===== config.mk =====
export PLATFORM = sky130hd
export DESIGN_NAME = alu_op_sequencer
export DESIGN_NICKNAME = d
export VERILOG_FILES = /design/src/rtl/alu_pkg.sv /design/src/rtl/alu_ref_model.sv /design/src/rtl/alu_op_sequencer.sv
export SDC_FILE = /design/constraint.sdc
export NUM_CORES = 1
export LEC_CHECK = 0
export ABC_AREA = 1
export ABC_CLOCK_PERIOD_IN_PS = 8100
export BUFFER_PORTS_ARGS = -buffer_cell sky130_fd_sc_hd__buf_2
export CORE_MARGIN = 5
export CORE_UTILIZATION = 58
export DETAILED_ROUTE_END_ITERATION = 8
export GPL_ROUTABILITY_DRIVEN = 0
export PLACE_DENSITY = 0.94
export SYNTH_ARGS = -nofsm -noshare
export SYNTH_HDL_FRONTEND = slang
export SYNTH_SLANG_ARGS = --single-unit

===== constraint.sdc =====
create_clock -name clock -period 8.1 [get_ports clock]
set_input_delay 0.405 -clock clock [delete_from_list [all_inputs] [get_ports clock]]
set_output_delay 0.405 -clock clock [all_outputs]
set_load 0.05 [all_outputs]

===== src/rtl/alu_pkg.sv =====
// Shared definitions for the ALU self-check path: op codes, selector width
// and the sequencer state encoding.
package alu_pkg;

    localparam int NB_SEL = 2;

    localparam logic [NB_SEL-1:0] OP_ADD = 2'b00;
    localparam logic [NB_SEL-1:0] OP_SUB = 2'b01;
    localparam logic [NB_SEL-1:0] OP_AND = 2'b10;
    localparam logic [NB_SEL-1:0] OP_OR  = 2'b11;

    typedef enum logic [1:0] {
        IDLE  = 2'd0,
        ISSUE = 2'd1,
        WAIT  = 2'd2,
        CHECK = 2'd3
    } state_t;

endpackage


===== src/rtl/alu_ref_model.sv =====
// Combinational golden model of the 4-op ALU; results wrap modulo 2^NB_DATA.
module alu_ref_model
    import alu_pkg::*;
#(
    parameter int NB_DATA = 16
) (
    input  logic [NB_DATA-1:0] dataA,
    input  logic [NB_DATA-1:0] dataB,
    input  logic [NB_SEL-1:0]  sel,
    output logic [NB_DATA-1:0] expected
);

    always_comb begin
        expected = '0;
        case (sel)
            OP_ADD: expected = dataA + dataB;
            OP_SUB: expected = dataA - dataB;
            OP_AND: expected = dataA & dataB;
            OP_OR:  expected = dataA | dataB;
            default: expected = '0;
        endcase
    end

endmodule


===== src/rtl/alu_op_sequencer.sv =====
// Drives each accepted operand pair through all four ALU ops, captures the
// results and flags any that disagree with the reference model.
//
// state | meaning
// IDLE  | ready for a new operand pair
// ISSUE | operands and selector stable at the ALU, arm the latency timer
// WAIT  | timer counts down; result captured when it reads 1
// CHECK | result pulse out, advance selector or finish the pair
module alu_op_sequencer
    import alu_pkg::*;
#(
    parameter int NB_DATA     = 16,
    parameter int ALU_LATENCY = 1,
    parameter int NB_ERR      = 8
) (
    input  logic               clock,
    input  logic               i_reset,
    input  logic               i_valid,
    output logic               o_ready,
    input  logic [NB_DATA-1:0] i_opA,
    input  logic [NB_DATA-1:0] i_opB,
    output logic [NB_DATA-1:0] o_dataA,
    output logic [NB_DATA-1:0] o_dataB,
    output logic [NB_SEL-1:0]  o_sel,
    input  logic [NB_DATA-1:0] i_dataC,
    output logic               o_res_valid,
    output logic [NB_DATA-1:0] o_res_data,
    output logic [NB_SEL-1:0]  o_res_sel,
    output logic               o_mismatch,
    output logic [NB_ERR-1:0]  o_err_count,
    output logic               o_busy
);

    localparam int NB_CNT = (ALU_LATENCY < 2) ? 1 : $clog2(ALU_LATENCY + 1);
    localparam logic [NB_CNT-1:0] CNT_LOAD = NB_CNT'(ALU_LATENCY);
    localparam logic [NB_CNT-1:0] CNT_ONE  = NB_CNT'(1);

    state_t             state;
    logic [NB_CNT-1:0]  waitCnt;
    logic [NB_DATA-1:0] expected;
    logic               isMismatch;

    alu_ref_model #(.NB_DATA(NB_DATA)) uRefModel (
        .dataA    (o_dataA),
        .dataB    (o_dataB),
        .sel      (o_sel),
        .expected (expected)
    );

    // Compared at the capture edge so the flag lands together with o_res_data.
    assign isMismatch = (i_dataC != expected);

    assign o_ready = (state == IDLE);
    assign o_busy  = (state != IDLE);

    always_ff @(posedge clock) begin
        if (i_reset) begin
            state       <= IDLE;
            waitCnt     <= '0;
            o_dataA     <= '0;
            o_dataB     <= '0;
            o_sel       <= '0;
            o_res_valid <= 1'b0;
            o_res_data  <= '0;
            o_res_sel   <= '0;
            o_mismatch  <= 1'b0;
            o_err_count <= '0;
        end else begin
            o_res_valid <= 1'b0;
            o_mismatch  <= 1'b0;
            case (state)
                IDLE: begin
                    if (i_valid) begin
                        o_dataA <= i_opA;
                        o_dataB <= i_opB;
                        o_sel   <= OP_ADD;
                        state   <= ISSUE;
                    end
                end
                ISSUE: begin
                    waitCnt <= CNT_LOAD;
                    state   <= WAIT;
                end
                WAIT: begin
                    waitCnt <= waitCnt - 1'b1;
                    if (waitCnt == CNT_ONE) begin
                        o_res_data  <= i_dataC;
                        o_res_sel   <= o_sel;
                        o_res_valid <= 1'b1;
                        o_mismatch  <= isMismatch;
                        if (isMismatch && (o_err_count != {NB_ERR{1'b1}})) begin
                            o_err_count <= o_err_count + 1'b1;
                        end
                        state <= CHECK;
                    end
                end
                CHECK: begin
                    if (o_sel == OP_OR) begin
                        state <= IDLE;
                    end else begin
                        o_sel <= o_sel + 1'b1;
                        state <= ISSUE;
                    end
                end
                default: state <= IDLE;
            endcase
        end
    end

endmodule


== Word level (Yosys, flattened, before mapping) ==
Index checks and enable logic that the tools add are counted.

* Latch bits: 0
* Flip-flop bits (word level): 65
* Bits in read-only memories: 0
* Word-level logic and storage cells: 53
* Input port bits: 51
* Bits in writable memories: 0
* Memories: 0

* Multipliers: 0
* Shift operators: 0
* Divide/modulo/power cells: 0
* Bitwise logic cells: 4
* Reduce and logical (&&, ||, !) cells: 13
* Magnitude comparators: 0
* Multiplexer cells: 10
* Equality and inequality tests: 11
* Add/subtract/negate cells: 5

{| class="wikitable"
|+ Operator list
! cell !! number
|-
| $pmux W16 S4 || 1
|-
| $add A16 B16 Y16 || 1
|-
| $and A16 B16 Y16 || 1
|-
| $ne A16 B16 Y1 || 1
|-
| $or A16 B16 Y16 || 1
|-
| $sub A16 B16 Y16 || 1
|-
| $add A8 B1 Y8 const B || 1
|-
| $eq A2 B2 Y1 const B || 4
|-
| $mux W2 || 4
|-
| $ne A8 B8 Y1 const B || 1
|-
| $pmux W2 S4 || 1
|-
| $ne A2 B2 Y1 const B || 3
|-
| $reduce_and A2 Y1 || 3
|-
| $reduce_and A3 Y1 || 2
|-
| $reduce_bool A2 Y1 || 3
|-
| $eq A2 B1 Y1 const B || 2
|-
| $logic_not A2 Y1 || 2
|-
| $pmux W2 S2 || 1
|-
| $reduce_or A3 Y1 || 1
|-
| $add A2 B1 Y2 const B || 1
|-
| $mux W1 || 2
|-
| $not A1 Y1 || 2
|-
| $pmux W1 S2 || 1
|-
| $reduce_or A2 Y1 || 1
|-
| 2 further kinds || 2
|}

== Longest topological paths before layout ==
* Word-level depth: 5
* Depth in mapped cells: 28

== Modules after synthesis ==
From an unflattened synthesis, not the netlist that was laid out.

* Cell total of the unflattened synthesis: 684
* Area total of the unflattened synthesis: 4354.2 sq um

{| class="wikitable"
|+ By module, submodules not included
! module !! cells an instance !! area an instance (sq um) !! instances
|-
| alu_op_sequencer || 387 || 2770.2 || 1
|-
| alu_ref_model || 297 || 1584.0 || 1
|}

== Worst setup path after synthesis ==
No wires, ideal clock.

* Path kind: register -> register
* Start: register o_dataB[0]
* End: register o_err_count[2]
* Cell stages (with the launch flop): 25
* Library setup time: 0.070 ns
* Arrival: 3.446 ns
* Path slack: 4.583 ns
* Period minus slack after synthesis: 3.517 ns
* Path buffers: 0
* Data required time: 8.030 ns
* Path through: dfxtp_1 > inv_1 > ha_1 > nand3_1 > nor3_1 > inv_1 > nor3_1 > nand4_1 > o31ai_1 > xor2_1 > ha_1 > nand2_1 > nor3_1 > nand2_1 > nand3_1 > nand3_1 > nand3_1 > nand2_1 > nand2_1 > nand2_1 > nor2_4 > nand3_4 > nand2_4 > nand2_1 > a21oi_1

* Longest elaborated chain between the ends: 5

{| class="wikitable"
|+ RTL lines
! item !! RTL line !! RTL
|-
| start, declared || alu_op_sequencer.sv:23 || <nowiki>output logic [NB_DATA-1:0] o_dataB,</nowiki>
|-
| start signal, assigned || alu_op_sequencer.sv:75 || <nowiki>o_dataB <= i_opB;</nowiki>
|-
| $sub A16 B16 Y16, or another cell as far along || alu_ref_model.sv:17 || <nowiki>OP_SUB: expected = dataA - dataB;</nowiki>
|-
| $pmux W16 S4 * || alu_ref_model.sv:15 || <nowiki>case (sel)</nowiki>
|-
| $ne A16 B16 Y1 * || alu_op_sequencer.sv:51 || <nowiki>assign isMismatch = (i_dataC != expected);</nowiki>
|-
| $logic_and A1 B1 Y1 * || alu_op_sequencer.sv:91 || <nowiki>if (isMismatch && (o_err_count != {NB_ERR{1'b1}})) begin</nowiki>
|-
| $reduce_and A3 Y1 (no source line) * || -- ||
|-
| end signal, assigned || alu_op_sequencer.sv:92 || <nowiki>o_err_count <= o_err_count + 1'b1;</nowiki>
|-
| end, declared || alu_op_sequencer.sv:30 || <nowiki>output logic [NB_ERR-1:0] o_err_count,</nowiki>
|}

Every way passes the cells marked *; elsewhere a longest branch is shown, timed or not.
A chain may end at the register's enable or synchronous reset.

== Worst setup path after layout ==
* Start: register o_dataB[0]
* End: register o_err_count[7]

The elaborated chain is that of the path after synthesis.

==> impl_metrics.py <==
metrics = {
    "cells_and_area": {
        "nets": 878,
        "final_cell_count_no_fill": 905,
        "drive_gt1_frac": 0.185,
        "postLayoutCoreUtil": 0.717,
        "synthToLayoutAreaGrowth_pct": 18.6,
        "n_antenna_cell": 0,
        "final_area_um2": 5260,
    },
    "drt": {
        "drc": 0,
        "routed_wl_mm": 13.6,
        "vias": 5087,
        "ant_nets": 0,
        "drt-pass1-iter-count": 5,
        "wl_per_cell_um": 15.0,
        "via_per_inst": 5.62,
        "initialDrtViolationCount": 488,
    },
    "global_route": {
        "grt_pass1_vias": 4903,
        "grt_pass1_wl_mm": 22.5,
        "grt_usage": 0.283,
        "antenna_found_initial": 1,
        "grt_max_degree": 53,
        "grt_overflow_total": 0,
    },
    "power": {
        "intPower_mw": 1.06,
        "power.total_mw": 2.44,
        "switchingPower_mw": 1.38,
        "vdd_drop_max_v": 0.000274,
        "clockPowerShare": 0.131,
        "power_density_nw_per_um2": 464,
        "switching_share": 0.566,
        "power_frac_comb": 0.671,
        "cellLeakagePower_nw": 2.89,
        "seqPwrFrac": 0.197,
    },
    "setup_path": {
        "crit_slowest_cell": "ha_1",
        "critPathMaxFanout": 10,
        "critical-path-top-delay-family": "simple AND/OR/NAND/NOR gates",
        "path_common_cell": "nand2_1",
        "start_kind": "flop",
        "crit_chain": "inv_1, ha_1, nand3_1, nor3_1, inv_1, nor3_1, nand4_1, nand2_1, xor2_1, ha_1, nand2_1, nor2_1, nand3_1, nand2_1, nand2_1, nand3_1, nand2_1, nand2_1, nand2_1, nor2_1, nand3_4, nand2_4, nand2_1, a21oi_1",
        "criticalPathCategory": "reg2reg",
        "crit_required_ps": 8390,
        "setup.worst_path.end_class": "flop",
        "slowest_delay_ps": 380,
        "cp_num_buf_inv": 2,
        "arrival_ps": 4140,
    },
    "sta": {
        "hold_viol_final": 0,
        "drv_slew": 0,
        "relSlewSlack": 0.145,
        "tightest_slew_ps": 1280,
        "fin_skew_ps": 13.7,
        "min_period_over_period": 0.476,
        "fmax_mhz": 260,
        "setup_ws_ps": 4250,
        "rsz0062_at_grt": "false",
        "tns_ps": 0,
        "whs_ps": 301,
        "period_needed_ps": 3850,
        "setup_viol": 0,
    },
    "synthesis": {
        "synth_area_um2": 4430,
        "synth_top_cell_by_area": "dfxtp_1",
        "ys_seq_area_frac": 0.293,
        "syn_area_per_cell_um2": 6.37,
        "syn_inst": 696,
        "synth_nets": 773,
        "synthTopCellsByArea": "dfxtp_1 29%, nand2_1 13%, inv_1 8.6%",
        "yosysUniqueCellTypes": 37,
        "yosysWarnings": 0,
        "synth-seq-cells": 65,
        "yosysTopAreaCellShare": 0.293,
    },
    "clocking": {
        "clkSinkCount": 65,
        "cts-root-buf": "clkbuf_8",
        "clkTransAtPathRegs_ps": 90,
        "cts-resized-gates": 0,
        "htree_levels": 3,
        "cts_tree": "built",
        "cts_post_setup_buffers_inserted": 0,
        "cts.path.max_buffers": 2,
        "clk_latency_ps": 360,
        "cts_made_buffers": 9,
        "hold_buffers": 0,
    },
    "run": {
        "maxCapViolCount": 0,
    },
    "status": {
        "status": "complete, no violations",
    },
    "min_path": {
        "hp-class": "in2reg",
    },
    "floorplan": {
        "core_um2": 7330,
        "die_w_um": 97.4,
        "ios": 115,
        "dieArea_um2": 9490,
        "start_util": 0.605,
        "die_h_um": 97.4,
        "rows": 31,
    },
    "placed_design": {
        "dp_hpwl_mm": 10.1,
        "dp.cells": 889,
        "port-buffer-count": 114,
        "placed_area_um2": 5030,
        "pre_cts_slack_ps": 4370,
    },
}
==> cell families (layout without fill, tap and decap cells) <==
family	after synthesis	after routing	synth area share
buffers and inverters	127	237	0.113
AOI/OAI and AO/OA	147	147	0.174
xor gates and xnor gates	21	21	0.0415
DFF	65	65	0.293
and+or+nand+nor	310	310	0.303
adders and majority gates	26	26	0.0751
==> power by group through the flow <==
| stage | sequential, mW | clock [mW] | combinational [mW] |
|---|---|---|---|
| 6_report | 0.482 | 0.320 | 1.64 |
| 5_1_grt | 0.491 | 0.338 | 1.82 |
| 4_1_cts | 0.478 | 0.321 | 1.61 |
| 3_5_place_dp | 0.484 | 0 | 1.59 |
| 3_3_place_gp | 0.479 | 0 | 1.54 |
| 2_1_floorplan | 0.702 | 0 | 1.02 |
==> final timing paths <==
check                                     from        endpoint  slack (ps)  cells past startpoint
worst min register to register  o_res_data[14]  o_res_data[14]         510                      2
worst max-delay path                o_dataB[0]  o_err_count[7]        4250                     24
worst max register to register      o_dataB[0]  o_err_count[7]        4250                     24
worst min-delay path                  i_opB[9]      o_dataB[9]         300                      3
==> worst min-delay path, cell delays in order <==
cell and delay (ps):
buf_2 70, o21ai_0 70, nor2_1 80
==> synth_stat cells <==
master    instances
nand2_1         148
inv_1           102
a21oi_1          74
nor2_1           66
dfxtp_1          65
nand3_1          65
o21ai_0          59
ha_1             25
xor2_1           18
clkbuf_1         15
nor3_1           11
a31oi_1           5
nand4_1           4
nor2_2            4
nand2_2           3
nor2_4            3
o31ai_1           3
xnor2_1           3
a211oi_1          2
buf_2             2
buf_6             2
clkinv_1          2
a22oi_1           1
a31oi_2           1
and2_1            1
buf_4             1
clkbuf_2          1
fa_1              1
inv_2             1
inv_4             1
nand2_4           1
nand3_2           1
nand3_4           1
o21a_1            1
o21ai_2           1
or2_0             1
or2_2             1
==> cell type report <==
class	instances	area (µm²)
fill	570	2070
tap	99	124
timing repair buffer	115	578
clock buffer	9	124
sequential	65	1300
multi-input combinational	504	2630
inverter	106	400
clock inverter	7	98.8
==> sequential cells by signal (all words and copies together), names as in the netlist <==
signal       flops
o_dataA         16
o_dataB         16
o_err_count      8
o_mismatch       1
o_res_data      16
o_res_sel        2
o_res_valid      1
o_sel            2
state            2
waitCnt          1
==> metal layers <==
| layer | GRT usage | vias to the layer above | wire length [µm] |
|---|---|---|---|
| met5 | 0 | - | 7 |
| met4 | 0.150 | 2 | 636 |
| met3 | 0.0782 | 68 | 1300 |
| met2 | 0.477 | 262 | 6590 |
| met1 | 0.324 | 2297 | 5020 |
| li1 | - | 2458 | - |
==> layout by cell type, fill, tap and decap left out, drive strengths merged <==
master	count
a211oi	2
a21oi	74
a22oi	1
a31oi	6
and2	1
buf	115
bufinv	2
clkbuf	9
clkinv	3
clkinvlp	1
dfxtp	65
fa	1
ha	25
inv	107
nand2	152
nand3	67
nand4	4
nor2	73
nor3	11
o21a	1
o21ai	60
o31ai	3
or2	2
xnor2	3
xor2	18
(Power assumes the default switching activity.)
